<file path="src/rtl/mmio_uart_tx.sv">
`default_nettype none
// ============================================================================
// Module   : mmio_uart_tx
// Brief    : Bus-mapped 8N1 UART transmitter with TX FIFO and programmable
//            bit period; combinational reads, clocked writes.
// Revision : 1.0 - initial release
// ============================================================================
module mmio_uart_tx #(
    parameter logic [31:0] BASE_ADDR  = 32'h0000_1000,
    parameter int unsigned CLK_DIV    = 16,
    parameter int unsigned FIFO_DEPTH = 8
) (
    input  logic        clk,
    input  logic        rst,
    input  logic        ce,
    input  logic        we,
    input  logic [31:0] addr,
    input  logic [31:0] data_i,
    output logic [31:0] data_o,
    output logic        tx
);
    localparam int unsigned        c_PTR_W      = $clog2(FIFO_DEPTH);
    localparam int unsigned        c_CNT_W      = c_PTR_W + 1;
    localparam logic [c_CNT_W-1:0] c_DEPTH      = c_CNT_W'(FIFO_DEPTH);
    localparam logic [15:0]        c_DIV_RST    = 16'(CLK_DIV);
    localparam logic [1:0]         c_OFF_TXDATA = 2'd0;
    localparam logic [1:0]         c_OFF_STATUS = 2'd1;
    localparam logic [1:0]         c_OFF_DIV    = 2'd2;

    typedef enum logic [1:0] {
        S_IDLE  = 2'd0,
        S_START = 2'd1,
        S_DATA  = 2'd2,
        S_STOP  = 2'd3
    } state_t;

    logic [7:0]         r_mem [FIFO_DEPTH];
    logic [c_PTR_W-1:0] r_wr_ptr;
    logic [c_PTR_W-1:0] r_rd_ptr;
    logic [c_CNT_W-1:0] r_count;
    logic               r_overflow;
    logic [15:0]        r_div;
    state_t             r_state;
    logic [15:0]        r_bit_cnt;
    logic [2:0]         r_bit_idx;
    logic [7:0]         r_shift;
    logic               r_tx;

    logic       w_sel;
    logic [1:0] w_off;
    logic       w_wr;
    logic       w_push_req;
    logic       w_full;
    logic       w_empty;
    logic       w_push;
    logic       w_pop;
    logic       w_bit_done;
    logic       w_busy;
    logic       w_unused;

    assign w_sel      = ce && (addr[31:4] == BASE_ADDR[31:4]);
    assign w_off      = addr[3:2];
    assign w_wr       = w_sel && we;
    assign w_push_req = w_wr && (w_off == c_OFF_TXDATA);
    assign w_full     = (r_count == c_DEPTH);
    assign w_empty    = (r_count == '0);
    // Acceptance looks only at the pre-edge count, so a same-cycle pop never frees room.
    assign w_push     = w_push_req && !w_full;
    assign w_bit_done = (r_bit_cnt == 16'd0);
    assign w_pop      = !w_empty && ((r_state == S_IDLE) || ((r_state == S_STOP) && w_bit_done));
    assign w_busy     = (r_state != S_IDLE);
    assign w_unused   = ^{addr[1:0], data_i[31:16]};
    assign tx         = r_tx;

    always_comb begin
        data_o = 32'd0;
        if (w_sel) begin
            case (w_off)
                c_OFF_STATUS: data_o = {17'd0, 7'(r_count), 4'd0, r_overflow, w_busy, w_empty, w_full};
                c_OFF_DIV:    data_o = {16'd0, r_div};
                default:      data_o = 32'd0;
            endcase
        end
    end

    always_ff @(posedge clk) begin
        if (w_push) begin
            r_mem[r_wr_ptr] <= data_i[7:0];
        end
    end

    always_ff @(posedge clk or negedge rst) begin
        if (!rst) begin
            r_wr_ptr   <= '0;
            r_rd_ptr   <= '0;
            r_count    <= '0;
            r_overflow <= 1'b0;
            r_div      <= c_DIV_RST;
        end else begin
            if (w_push) begin
                r_wr_ptr <= r_wr_ptr + 1'b1;
            end
            if (w_pop) begin
                r_rd_ptr <= r_rd_ptr + 1'b1;
            end
            r_count <= r_count + c_CNT_W'(w_push) - c_CNT_W'(w_pop);
            if (w_push_req && w_full) begin
                r_overflow <= 1'b1;
            end else if (w_wr && (w_off == c_OFF_STATUS) && data_i[3]) begin
                r_overflow <= 1'b0;
            end
            if (w_wr && (w_off == c_OFF_DIV) && (data_i[15:0] != 16'd0)) begin
                r_div <= data_i[15:0];
            end
        end
    end

    // Every bit period reloads the counter from the live divisor at its first edge.
    always_ff @(posedge clk or negedge rst) begin
        if (!rst) begin
            r_state   <= S_IDLE;
            r_bit_cnt <= 16'd0;
            r_bit_idx <= 3'd0;
            r_shift   <= 8'd0;
            r_tx      <= 1'b1;
        end else begin
            case (r_state)
                S_IDLE: begin
                    r_tx <= 1'b1;
                    if (w_pop) begin
                        r_shift   <= r_mem[r_rd_ptr];
                        r_state   <= S_START;
                        r_tx      <= 1'b0;
                        r_bit_cnt <= r_div - 16'd1;
                    end
                end
                S_START: begin
                    if (w_bit_done) begin
                        r_state   <= S_DATA;
                        r_tx      <= r_shift[0];
                        r_bit_idx <= 3'd0;
                        r_bit_cnt <= r_div - 16'd1;
                    end else begin
                        r_bit_cnt <= r_bit_cnt - 16'd1;
                    end
                end
                S_DATA: begin
                    if (w_bit_done) begin
                        r_bit_cnt <= r_div - 16'd1;
                        if (r_bit_idx == 3'd7) begin
                            r_state <= S_STOP;
                            r_tx    <= 1'b1;
                        end else begin
                            r_bit_idx <= r_bit_idx + 3'd1;
                            r_shift   <= {1'b0, r_shift[7:1]};
                            r_tx      <= r_shift[1];
                        end
                    end else begin
                        r_bit_cnt <= r_bit_cnt - 16'd1;
                    end
                end
                S_STOP: begin
                    if (w_bit_done) begin
                        if (w_pop) begin
                            r_shift   <= r_mem[r_rd_ptr];
                            r_state   <= S_START;
                            r_tx      <= 1'b0;
                            r_bit_cnt <= r_div - 16'd1;
                        end else begin
                            r_state <= S_IDLE;
                        end
                    end else begin
                        r_bit_cnt <= r_bit_cnt - 16'd1;
                    end
                end
                default: begin
                    r_state <= S_IDLE;
                    r_tx    <= 1'b1;
                end
            endcase
        end
    end
endmodule
`default_nettype wire

</file>
<file path="config.mk">
export PLATFORM = sky130hd
export DESIGN_NAME = mmio_uart_tx
export DESIGN_NICKNAME = d
export VERILOG_FILES = /design/src/rtl/mmio_uart_tx.sv
export SDC_FILE = /design/constraint.sdc
export NUM_CORES = 1
export LEC_CHECK = 0
export CORE_ASPECT_RATIO = 0.9
export CORE_MARGIN = 5
export CORE_UTILIZATION = 45
export DETAILED_ROUTE_END_ITERATION = 16
export HOLD_SLACK_MARGIN = 0.05
export PLACE_DENSITY = 0.69
export SLEW_MARGIN = 30
export SYNTH_ARGS = -nofsm -noshare
export SYNTH_HDL_FRONTEND = slang
export SYNTH_SLANG_ARGS = --single-unit
</file>
<file path="constraint.sdc">
create_clock -name clk -period 2.55 [get_ports clk]
set_input_delay 0.51 -clock clk [delete_from_list [all_inputs] [get_ports clk]]
set_output_delay 0.51 -clock clk [all_outputs]
set_load 0.02 [all_outputs]
</file>
==> metrics.csv, run 1 <==
stage,metric,value,unit
grt,global-route wire length before repair,27.5,mm
power,Comb pwr share,0.038,
logic_synthesis,Compound-Gate Fraction of Synth Area,0.115,
clock_tree,TritonCTS Buffers,17,
logic_synthesis,cell area after technology mapping,6650,sq um
detailed_routing,post-route ant nets,0,
logic_synthesis,"FF+latch count, synth",121,
grt,Total GRT Usage,0.200,
setup_path,Critical R2R Launch,r_bit_cnt[0],
setup_path,Worst Reg-to-Reg Cells,11,
finish,Inserted Diodes,0,
worst_hold_path,hold path start,r_overflow,
power,Lkg Pwr,3.55,nW
worst_hold_path,hold path depth,1,
logic_synthesis,Post-synth ARST share,0.471,
clock_tree,CTS Root Cell,clkbuf_16,
timing,final setup fails,1,
floorplanning,Die Ht,125,um
job,max capacitance violation total,0,
run_status,failing checks,negative setup slack,
logic_synthesis,adder-cell area share of the yosys netlist,0.0388,
clock_tree,clock sink count,121,
logic_synthesis,simple-gate area share of the yosys netlist,0.131,
clock_tree,Bufs on Longest Clock Path,2,
timing,fin crit share,1.01,
finish,Area growth syn-to-layout,32.3,%
grt,GR Overflow Total,0,
logic_synthesis,Synth Area in XOR/XNOR,0.0382,
logic_synthesis,synthesized instance count,558,
place,Final GP Congestion,0.913,
worst_hold_path,hold crit path type,flip-flop to flip-flop,
setup_path,r2r setup slk,-10,ps
detailed_routing,1st-pass router iterations,5,
power,Pint,0.00352,W
timing,Slew HR,0.522,
logic_synthesis,largest family of logic cells by synthesized area,simple AND/OR/NAND/NOR gates,
clock_tree,CTS tree,yes,
setup_path,worst path required time,2840,ps
power,Sequential Power Share,0.450,
floorplanning,Initial Utilization,0.455,
timing,Final Max Slew Viols,0,
grt,vias in the first global route,5203,
clock_tree,clock transition at the registers of the reported paths,60,ps
power,Clk pwr share,0.512,
timing,Final WS setup,-13.2,ps
setup_path,worst reg2reg endpoint,r_count[1],
finish,share of cells above drive strength 1,0.312,
logic_synthesis,average cell area after synthesis,11.9,sq um
setup_path,critical path launch point type,flip-flop,
place,Port Buffers,66,
setup_path,nature of the critical path endpoint,flip-flop,
logic_synthesis,number of enable flip-flop cells after synthesis,64,
place,dpl hpwl,12.6,mm
finish,Fill cells,1130,
logic_synthesis,mux contribution to synthesized area,0.121,
worst_hold_path,hold endpoint,r_overflow,
detailed_routing,Wirelength per Cell,18.9,um
power,Worst VDD drop,0.000469,V
timing,Tmin final,2560,ps
floorplanning,FP Rows,42,
timing,number of hold violations in the final report,0,
setup_path,CP Max Fanout,4,
logic_synthesis,"Distinct cells, synth",70,
timing,Worst Max-Slew Pin Slew,711,ps
grt,largest net degree at the start of global routing,26,
setup_path,crit path DAT,2860,ps
power,total power,0.00459,W
power,Switch Pwr,0.00106,W
power,Net Sw Frac,0.232,
detailed_routing,detail-routed via count per cell,5.59,
clock_tree,H-tree levels,4,
logic_synthesis,sequential area share after synthesis,0.504,
detailed_routing,Iter 0 DRT Violations,499,
logic_synthesis,most used flip-flop cell after synthesis,edfxtp_1,
timing,final setup TNS,-13.2,ps
setup_path,worst setup path class,flip-flop to flip-flop,
floorplanning,Core Area,14600,sq um
finish,final layout net count,787,
finish,final core utilization,0.602,
timing,Min Hold Slack,494,ps
floorplanning,Die Wd,138,um
detailed_routing,DR vias,5090,
power,PD cells,521,nW/um^2
detailed_routing,Residual DRC,0,
detailed_routing,final WL,17.2,mm
timing,FMAX,0.390,GHz
clock_tree,worst-skew pair later-pin latency,420,ps
floorplanning,number of I/O pins,101,
run_status,status,finished with violations,
timing,Clock Skews,8.47,ps
logic_synthesis,synthesis warning total,0,
floorplanning,die area,17300,sq um
timing,RSZ-0062 raised after global routing,yes,
grt,initial antenna violation count,0,
[timing repair]
item / in CTS / in global routing
pin swaps: 14 / 16
gates cloned: 0 / 0
setup buffers: 7 / 4
hold endpoints to repair: 15 / 0
setup endpoints to repair: 21 / 93
resized for setup: 108 / 39
hold buffers: 1 / 0
[worst max path at each step]
stage / slack, ps / start / endpoint / depth (start not counted)
2_1_floorplan: -90 / r_bit_cnt[10] / r_count[2] / 10
3_3_place_gp: -580 / addr[20] / data_o[7] / 7
3_5_place_dp: -650 / addr[20] / data_o[3] / 7
4_1_cts: 0.5 / addr[12] / data_o[3] / 8
5_1_grt: -90 / r_bit_cnt[0] / r_count[3] / 13
6_report: -10 / r_bit_cnt[0] / r_count[1] / 11
[cells by family after synthesis]
| logic type | count (synthesis) |
|---|---|
| simple gates | 166 |
| flops | 121 |
| compound gates | 103 |
| buf+inv | 64 |
| mux | 54 |
| xor+xnor | 29 |
| fa+ha+maj | 20 |
| other cells | 1 |
[final cells by class]
class,instances,area (sq um),area share
sequential,121,3350,0.381
multi-input combinational,388,3210,0.365
timing repair buffer,148,1310,0.149
clock buffer,17,425,0.0484
tap,198,248,0.0282
clock inverter,15,159,0.0181
inverter,23,88.8,0.0101
[cells in the mapped netlist (7+ instances only)]
library cell  instances  area share
buf_4                17       0.019
mux2_4                7       0.016
xnor2_1              15       0.020
inv_1                22       0.012
dfrtp_1              55        0.21
a22oi_1               7      0.0079
nand4_1               8      0.0075
nand3_1              10      0.0075
clkbuf_1             13      0.0073
mux2i_1              11       0.017
edfxtp_1             64        0.29
ha_1                 19       0.036
mux4_2               16       0.054
nor3_1               16       0.012
nor4_1               17       0.016
nand2_1              33       0.019
nor2_1               45       0.025
xor2_1               14       0.018
o21ai_0              21       0.016
and2_1                9      0.0085
mux2_2               19       0.032
o22ai_1               7      0.0066
o32ai_1               9       0.012
a21oi_1              16       0.012
[metrics by stage]
stage / std cells / instance area [sq um] / setup WS, ps
finish: 910 / 8790 / -13.2
global route: 910 / 8790 / -92.4
global placement: 869 / 8020 / -581
CTS: 906 / 8640 / 0.512
detailed placement: 869 / 8020 / -655
floorplan: 573 / 6780 / -90.5
[power groups by stage]
stage,registers [W],clock network (W),logic (W)
after floorplan,0.00210,0,0.0000537
after global placement,0.00210,0,0.000167
after detailed placement,0.00210,0,0.000172
after CTS,0.00206,0.00237,0.000170
after global routing,0.00206,0.00247,0.000189
final,0.00206,0.00235,0.000174
[sequential cells by signal (all words and copies together), names as in the netlist]
signal and flops:
r_wr_ptr 3, r_rd_ptr 3, r_shift 8, r_overflow 1
r_bit_cnt 16, r_count 4, tx 1, r_state 2
r_mem 64, r_bit_idx 3, r_div 16
[placed cells by master, fill, tap and decap left out, types with 8 or more instances in the layout]
cell type / n
conb_1: 16
nand2_1: 32
dlymetal6s2s_1: 10
o32ai_1: 9
inv_1: 19
buf_6: 11
clkdlybuf4s50_1: 22
o21ai_0: 21
xor2_1: 14
edfxtp_1: 64
clkbuf_16: 17
a21oi_1: 15
buf_4: 78
and2_4: 8
nand3_1: 10
dfrtp_1: 55
mux2i_1: 11
nor2_1: 43
xnor2_1: 15
dlygate4sd2_1: 11
nor4_1: 12
nand4_1: 8
ha_1: 15
mux4_2: 16
mux2_2: 19
nor3_1: 12
[metal layers]
layer,global-route usage,up-vias,part of all wire
li1,-,2366,-
met1,0.273,2489,0.44
met2,0.324,215,0.48
met3,0.0397,20,0.069
met4,0.0657,0,0.015
met5,0,-,0
[worst max-delay path, stage by stage (launching register included)]
cell	delay, ps
dfrtp_1	380
inv_1	60
ha_2	160
or3b_4	420
nor4_4	260
buf_4	180
a21oi_4	70
inv_4	100
ha_4	200
inv_2	60
ha_4	130
fa_2	430
No activity file was read; power rests on OpenSTA's default activity.
==> run 2: changes to the inputs <==
- ABC_CLOCK_PERIOD_IN_PS: not set -> 3000
- PLACE_DENSITY: 0.69 -> 0.76
- clock period: 2.55 -> 3 ns (I/O delays scaled with it)
==> run 2 against run 1 <==
Compared with the run above: the flow now finishes without violations; die area unchanged; routed wire length is 3.4% lower; sequential power shrank 15%; sequential cell count did not move; power shrank 14%; sequential share of layout area rose by 2.4 points; final area down 5.9%; via count decreased by 1.7%; critical path depth is 4 lower; setup slack better by 180 ps; utilization is 3.6 points lower; hold slack worse by 150 ps; critical path type is now input pin to output port; critical endpoint is now data_o[6].
==> metrics.csv, run 2 (same netlist as run 1, synthesis figures left out) <==
stage,metric,value,unit
run_status,status,completed,
place,placed cell count,843,
grt,global-route wire length before repair,27.3,mm
timing,Worst Max-Slew Pin Slew,803,ps
worst_hold_path,hold crit path type,input pin to asynchronous set/reset pin,
floorplanning,Die Wd,138,um
clock_tree,TritonCTS Buffers,17,
finish,Regs by FF count,"r_mem: 64 flops, r_bit_cnt: 16 flops, r_div: 16 flops",
timing,number of hold violations in the final report,0,
timing,final setup fails,0,
finish,final layout net count,752,
power,total power,0.00394,W
floorplanning,Core Area,14600,sq um
floorplanning,Die Ht,125,um
finish,share of cells above drive strength 1,0.238,
setup_path,worst path required time,2400,ps
timing,Slew HR,0.465,
detailed_routing,post-route ant nets,0,
finish,Inserted Diodes,0,
detailed_routing,Residual DRC,0,
detailed_routing,detail-routed via count per cell,5.72,
timing,Tmin final,2840,ps
place,placed instance area,7720,sq um
setup_path,worst setup path class,input pin to output port,
floorplanning,Initial Utilization,0.455,
place,dpl hpwl,11.8,mm
detailed_routing,1st-pass router iterations,6,
timing,fin crit share,0.945,
finish,Area growth syn-to-layout,24.5,%
power,Lkg Pwr,3.19,nW
detailed_routing,final WL,16.6,mm
grt,GR Overflow Total,0,
setup_path,critical path launch point type,input pin,
job,max capacitance violation total,0,
detailed_routing,Wirelength per Cell,19.0,um
floorplanning,number of I/O pins,101,
clock_tree,postcts setup bufs,0,
clock_tree,worst-skew pair later-pin latency,420,ps
clock_tree,clock transition at the registers of the reported paths,60,ps
timing,Clock Skews,9.76,ps
detailed_routing,DR vias,5006,
finish,post-route cell area,8280,sq um
timing,FMAX,0.353,GHz
setup_path,crit path DAT,2240,ps
grt,Total GRT Usage,0.198,
place,Final GP Congestion,0.886,
setup_path,CP Max Fanout,9,
finish,Layout Cells excl Fill,875,
power,PD cells,477,nW/um^2
clock_tree,H-tree levels,4,
power,Worst VDD drop,0.000470,V
finish,Biggest register,r_mem,
finish,max FFs per register,64,
clock_tree,clock sink count,121,
timing,Final Max Slew Viols,0,
floorplanning,FP Rows,42,
place,Port Buffers,66,
clock_tree,Bufs on Longest Clock Path,2,
grt,largest net degree at the start of global routing,58,
finish,"most common cell after layout, fill and taps aside",edfxtp_1,
detailed_routing,Iter 0 DRT Violations,378,
floorplanning,die area,17300,sq um
clock_tree,CTS tree,yes,
clock_tree,CTS Root Cell,clkbuf_16,
setup_path,nature of the critical path endpoint,output port,
grt,vias in the first global route,5192,
timing,RSZ-0062 raised after global routing,no,
finish,most frequent cells in the layout,"edfxtp_1, dfrtp_1, clkdlybuf4s50_1",
grt,initial antenna violation count,0,
[run 2: cell types whose count changed in the layout (fill, tap and decap cells not counted), moves of 8 or more]
cell / previous run / this run
and2_1: 1 / 9
and2_4: 8 / 0
buf_4: 78 / 46
buf_6: 11 / 0
clkbuf_2: 0 / 16
clkdlybuf4s50_1: 22 / 49
dlygate4sd2_1: 11 / 0
dlymetal6s2s_1: 10 / 0
[run 2: layer usage]
metal	GRT usage	wire, um
met5	0	0
met4	0.0761	374
met1	0.256	6910
met2	0.325	8040
met3	0.0481	1280
[run 2: power by group]
group          internal [W]  total [W]   switching [W]  leakage (nW)
combinational     0.0000713   0.000144       0.0000730          1.66
clock               0.00124    0.00205        0.000806         0.280
sequential          0.00175    0.00175  0.000000000886          1.25
[run 2: critical path, cell delays in order]
cell and delay [ps]:
clkdlybuf4s50_1 410, nor4b_2 320, nand4_1 220, nor3_2 210
buf_4 170, and2_1 140, clkbuf_2 160
[run 2: stage by stage]
step                setup slack [ps]   util  hold slack, ps  TNS, ps
global placement                -372  0.529             477   -10650
CTS                             4.67  0.569             364        0
floorplan                        172      -             304        0
global route                    5.95  0.566             410        0
detailed placement              -437  0.529             502   -12940
finish                           164  0.566             341        0
[run 2: area by class of cell]
type,count,area (sq um)
fill,1213,6330
sequential,121,3350
multi-input combinational,388,3060
timing repair buffer,113,941
clock buffer,18,429
tap,198,248
clock inverter,14,164
inverter,23,86.3
[run 2: what timing repair did]
| action | in CTS | in global routing |
|---|---|---|
| gates resized for setup | 23 | 33 |
| setup endpoints to repair | 16 | 19 |
| pin swaps | 0 | 2 |
| hold buffers | 0 | 0 |
[run 2: path summary, 6_finish.rpt]
check / start / cells past startpoint / slack (ps) / to
max in group asynchronous: rst / 2 / 2140 / r_bit_cnt[6]
min reg2reg: r_overflow / 1 / 520 / r_overflow
min in group clk: r_overflow / 1 / 520 / r_overflow
max reg2reg: r_bit_cnt[1] / 12 / 230 / r_count[3]
max: addr[17] / 7 / 160 / data_o[6]
min: rst / 2 / 340 / r_shift[4]
==> run 3: changes to the inputs <==
- RECOVER_POWER: not set -> 50
==> run 3 against run 2 <==
Compared with the run above: the run now ends with max-capacitance violations, max-slew violations left; global-route usage stayed put; sequential share of layout area is 0.15 points higher; fmax is 0.12% lower; critical endpoint is now data_o[3]; die area stayed put; register-to-register slack worse by 30 ps; final area is 0.38% lower; clock skew is 0.64 ps lower; clock power hardly changed.
==> metrics.csv, run 3 (same netlist as run 1, synthesis figures left out) <==
stage,metric,value,unit
power,Lkg Pwr,3.17,nW
finish,max FFs per register,64,
grt,largest net degree at the start of global routing,58,
timing,Tmin final,2840,ps
timing,FMAX,0.352,GHz
finish,most frequent cells in the layout,"edfxtp_1, dfrtp_1, nor2_1",
run_status,status,finished with violations,
finish,multi-input logic area,3050,sq um
floorplanning,Initial Utilization,0.455,
clock_tree,postcts setup bufs,0,
place,dpl hpwl,11.8,mm
worst_hold_path,hold crit path type,flip-flop to flip-flop,
run_status,failing checks,"max-capacitance violations, max-slew violations",
detailed_routing,DR vias,4974,
finish,share of cells above drive strength 1,0.226,
power,PD cells,478,nW/um^2
place,placed cell count,843,
finish,final layout net count,752,
floorplanning,Die Wd,138,um
clock_tree,worst-skew pair later-pin latency,420,ps
grt,initial antenna violation count,0,
setup_path,CP Launch Point,addr[17],
clock_tree,CTS Root Cell,clkbuf_16,
detailed_routing,post-route ant nets,0,
setup_path,Critical R2R Launch,r_bit_cnt[1],
finish,Inserted Diodes,0,
timing,Slew HR,-0.00175,
place,Final GP Congestion,0.886,
finish,final core utilization,0.564,
clock_tree,clock sink count,121,
power,total power,0.00394,W
finish,post-route cell area,8240,sq um
timing,Final Max Slew Viols,57,
detailed_routing,Residual DRC,0,
grt,global-route wire length before repair,27.3,mm
clock_tree,CTS tree,yes,
detailed_routing,detail-routed via count per cell,5.68,
clock_tree,clock transition at the registers of the reported paths,60,ps
floorplanning,Core Area,14600,sq um
timing,final setup fails,0,
setup_path,worst path required time,2400,ps
detailed_routing,final WL,16.7,mm
grt,Total GRT Usage,0.198,
job,max capacitance violation total,1,
worst_hold_path,hold path start,r_overflow,
finish,Biggest register,r_mem,
finish,Area growth syn-to-layout,24.1,%
setup_path,r2r setup slk,200,ps
floorplanning,FP Rows,42,
timing,fin crit share,0.946,
clock_tree,Bufs on Longest Clock Path,2,
timing,number of hold violations in the final report,0,
finish,Fill cells,1221,
finish,"most common cell after layout, fill and taps aside",edfxtp_1,
timing,Worst Max-Slew Pin Slew,1500,ps
place,Port Buffers,66,
detailed_routing,Wirelength per Cell,19.0,um
clock_tree,H-tree levels,4,
finish,Reg area,3350,sq um
grt,GR Overflow Total,0,
timing,final setup TNS,0,ps
setup_path,critical path launch point type,input pin,
timing,RSZ-0062 raised after global routing,no,
detailed_routing,1st-pass router iterations,6,
floorplanning,die area,17300,sq um
timing,Clock Skews,9.12,ps
setup_path,worst setup path class,input pin to output port,
clock_tree,# hold bufs at CTS,0,
detailed_routing,Iter 0 DRT Violations,380,
setup_path,nature of the critical path endpoint,output port,
finish,Regs by FF count,"r_mem: 64 flops, r_bit_cnt: 16 flops, r_div: 16 flops",
power,Worst VDD drop,0.000466,V
setup_path,crit path DAT,2240,ps
clock_tree,TritonCTS Buffers,17,
grt,vias in the first global route,5192,
floorplanning,Die Ht,125,um
setup_path,CP Max Fanout,8,
place,placed instance area,7720,sq um
finish,Layout Cells excl Fill,875,
floorplanning,number of I/O pins,101,
run 3: final timing paths:
path / to / cells past startpoint
max: data_o[3] / 7
min: r_overflow / 1
max reg2reg: r_bit_cnt[13] / 9
min reg2reg: r_overflow / 1
max in group asynchronous: r_bit_cnt[6] / 2
min in group asynchronous: r_shift[4] / 2
run 3: cell type report:
| class | count | share of cell area |
|---|---|---|
| multi-input combinational | 388 | 0.370 |
| inverter | 23 | 0.0105 |
| tap | 198 | 0.0301 |
| timing repair buffer | 113 | 0.111 |
| clock buffer | 18 | 0.0521 |
| sequential | 121 | 0.406 |
| clock inverter | 14 | 0.0199 |
run 3: routing by layer:
| layer | vias up | GRT usage | share of wire |
|---|---|---|---|
| met5 | - | 0 | 0 |
| li1 | 2282 | - | - |
| met4 | 0 | 0.0761 | 0.022 |
| met3 | 23 | 0.0481 | 0.068 |
| met1 | 2472 | 0.256 | 0.42 |
| met2 | 197 | 0.325 | 0.49 |
run 3: worst max-delay path, stage by stage:
cell and delay (ps):
clkdlybuf4s50_1 410, nor4b_2 320, nand4_1 200, nor2_1 230, nand2_2 160, nor2_1 140, clkbuf_2 180
run 3: power breakdown:
group | switching, W | total [W] | internal [W]
registers | 0.000000000888 | 0.00175 | 0.00175
logic | 0.0000729 | 0.000139 | 0.0000658
clock network | 0.000808 | 0.00205 | 0.00124
run 3: timing repair:
| action | in CTS | in global routing |
|---|---|---|
| resized for setup | 23 | 33 |
| endpoints found under the setup margin | 16 | 19 |
| pin swaps | 0 | 2 |
| cloned | 0 | 0 |
run 3: metrics by stage:
step	hold slack, ps	setup WS (ps)
after floorplan	304	172
after global placement	477	-372
after detailed placement	502	-437
after CTS	364	4.67
after global routing	542	5.58
final	515	161
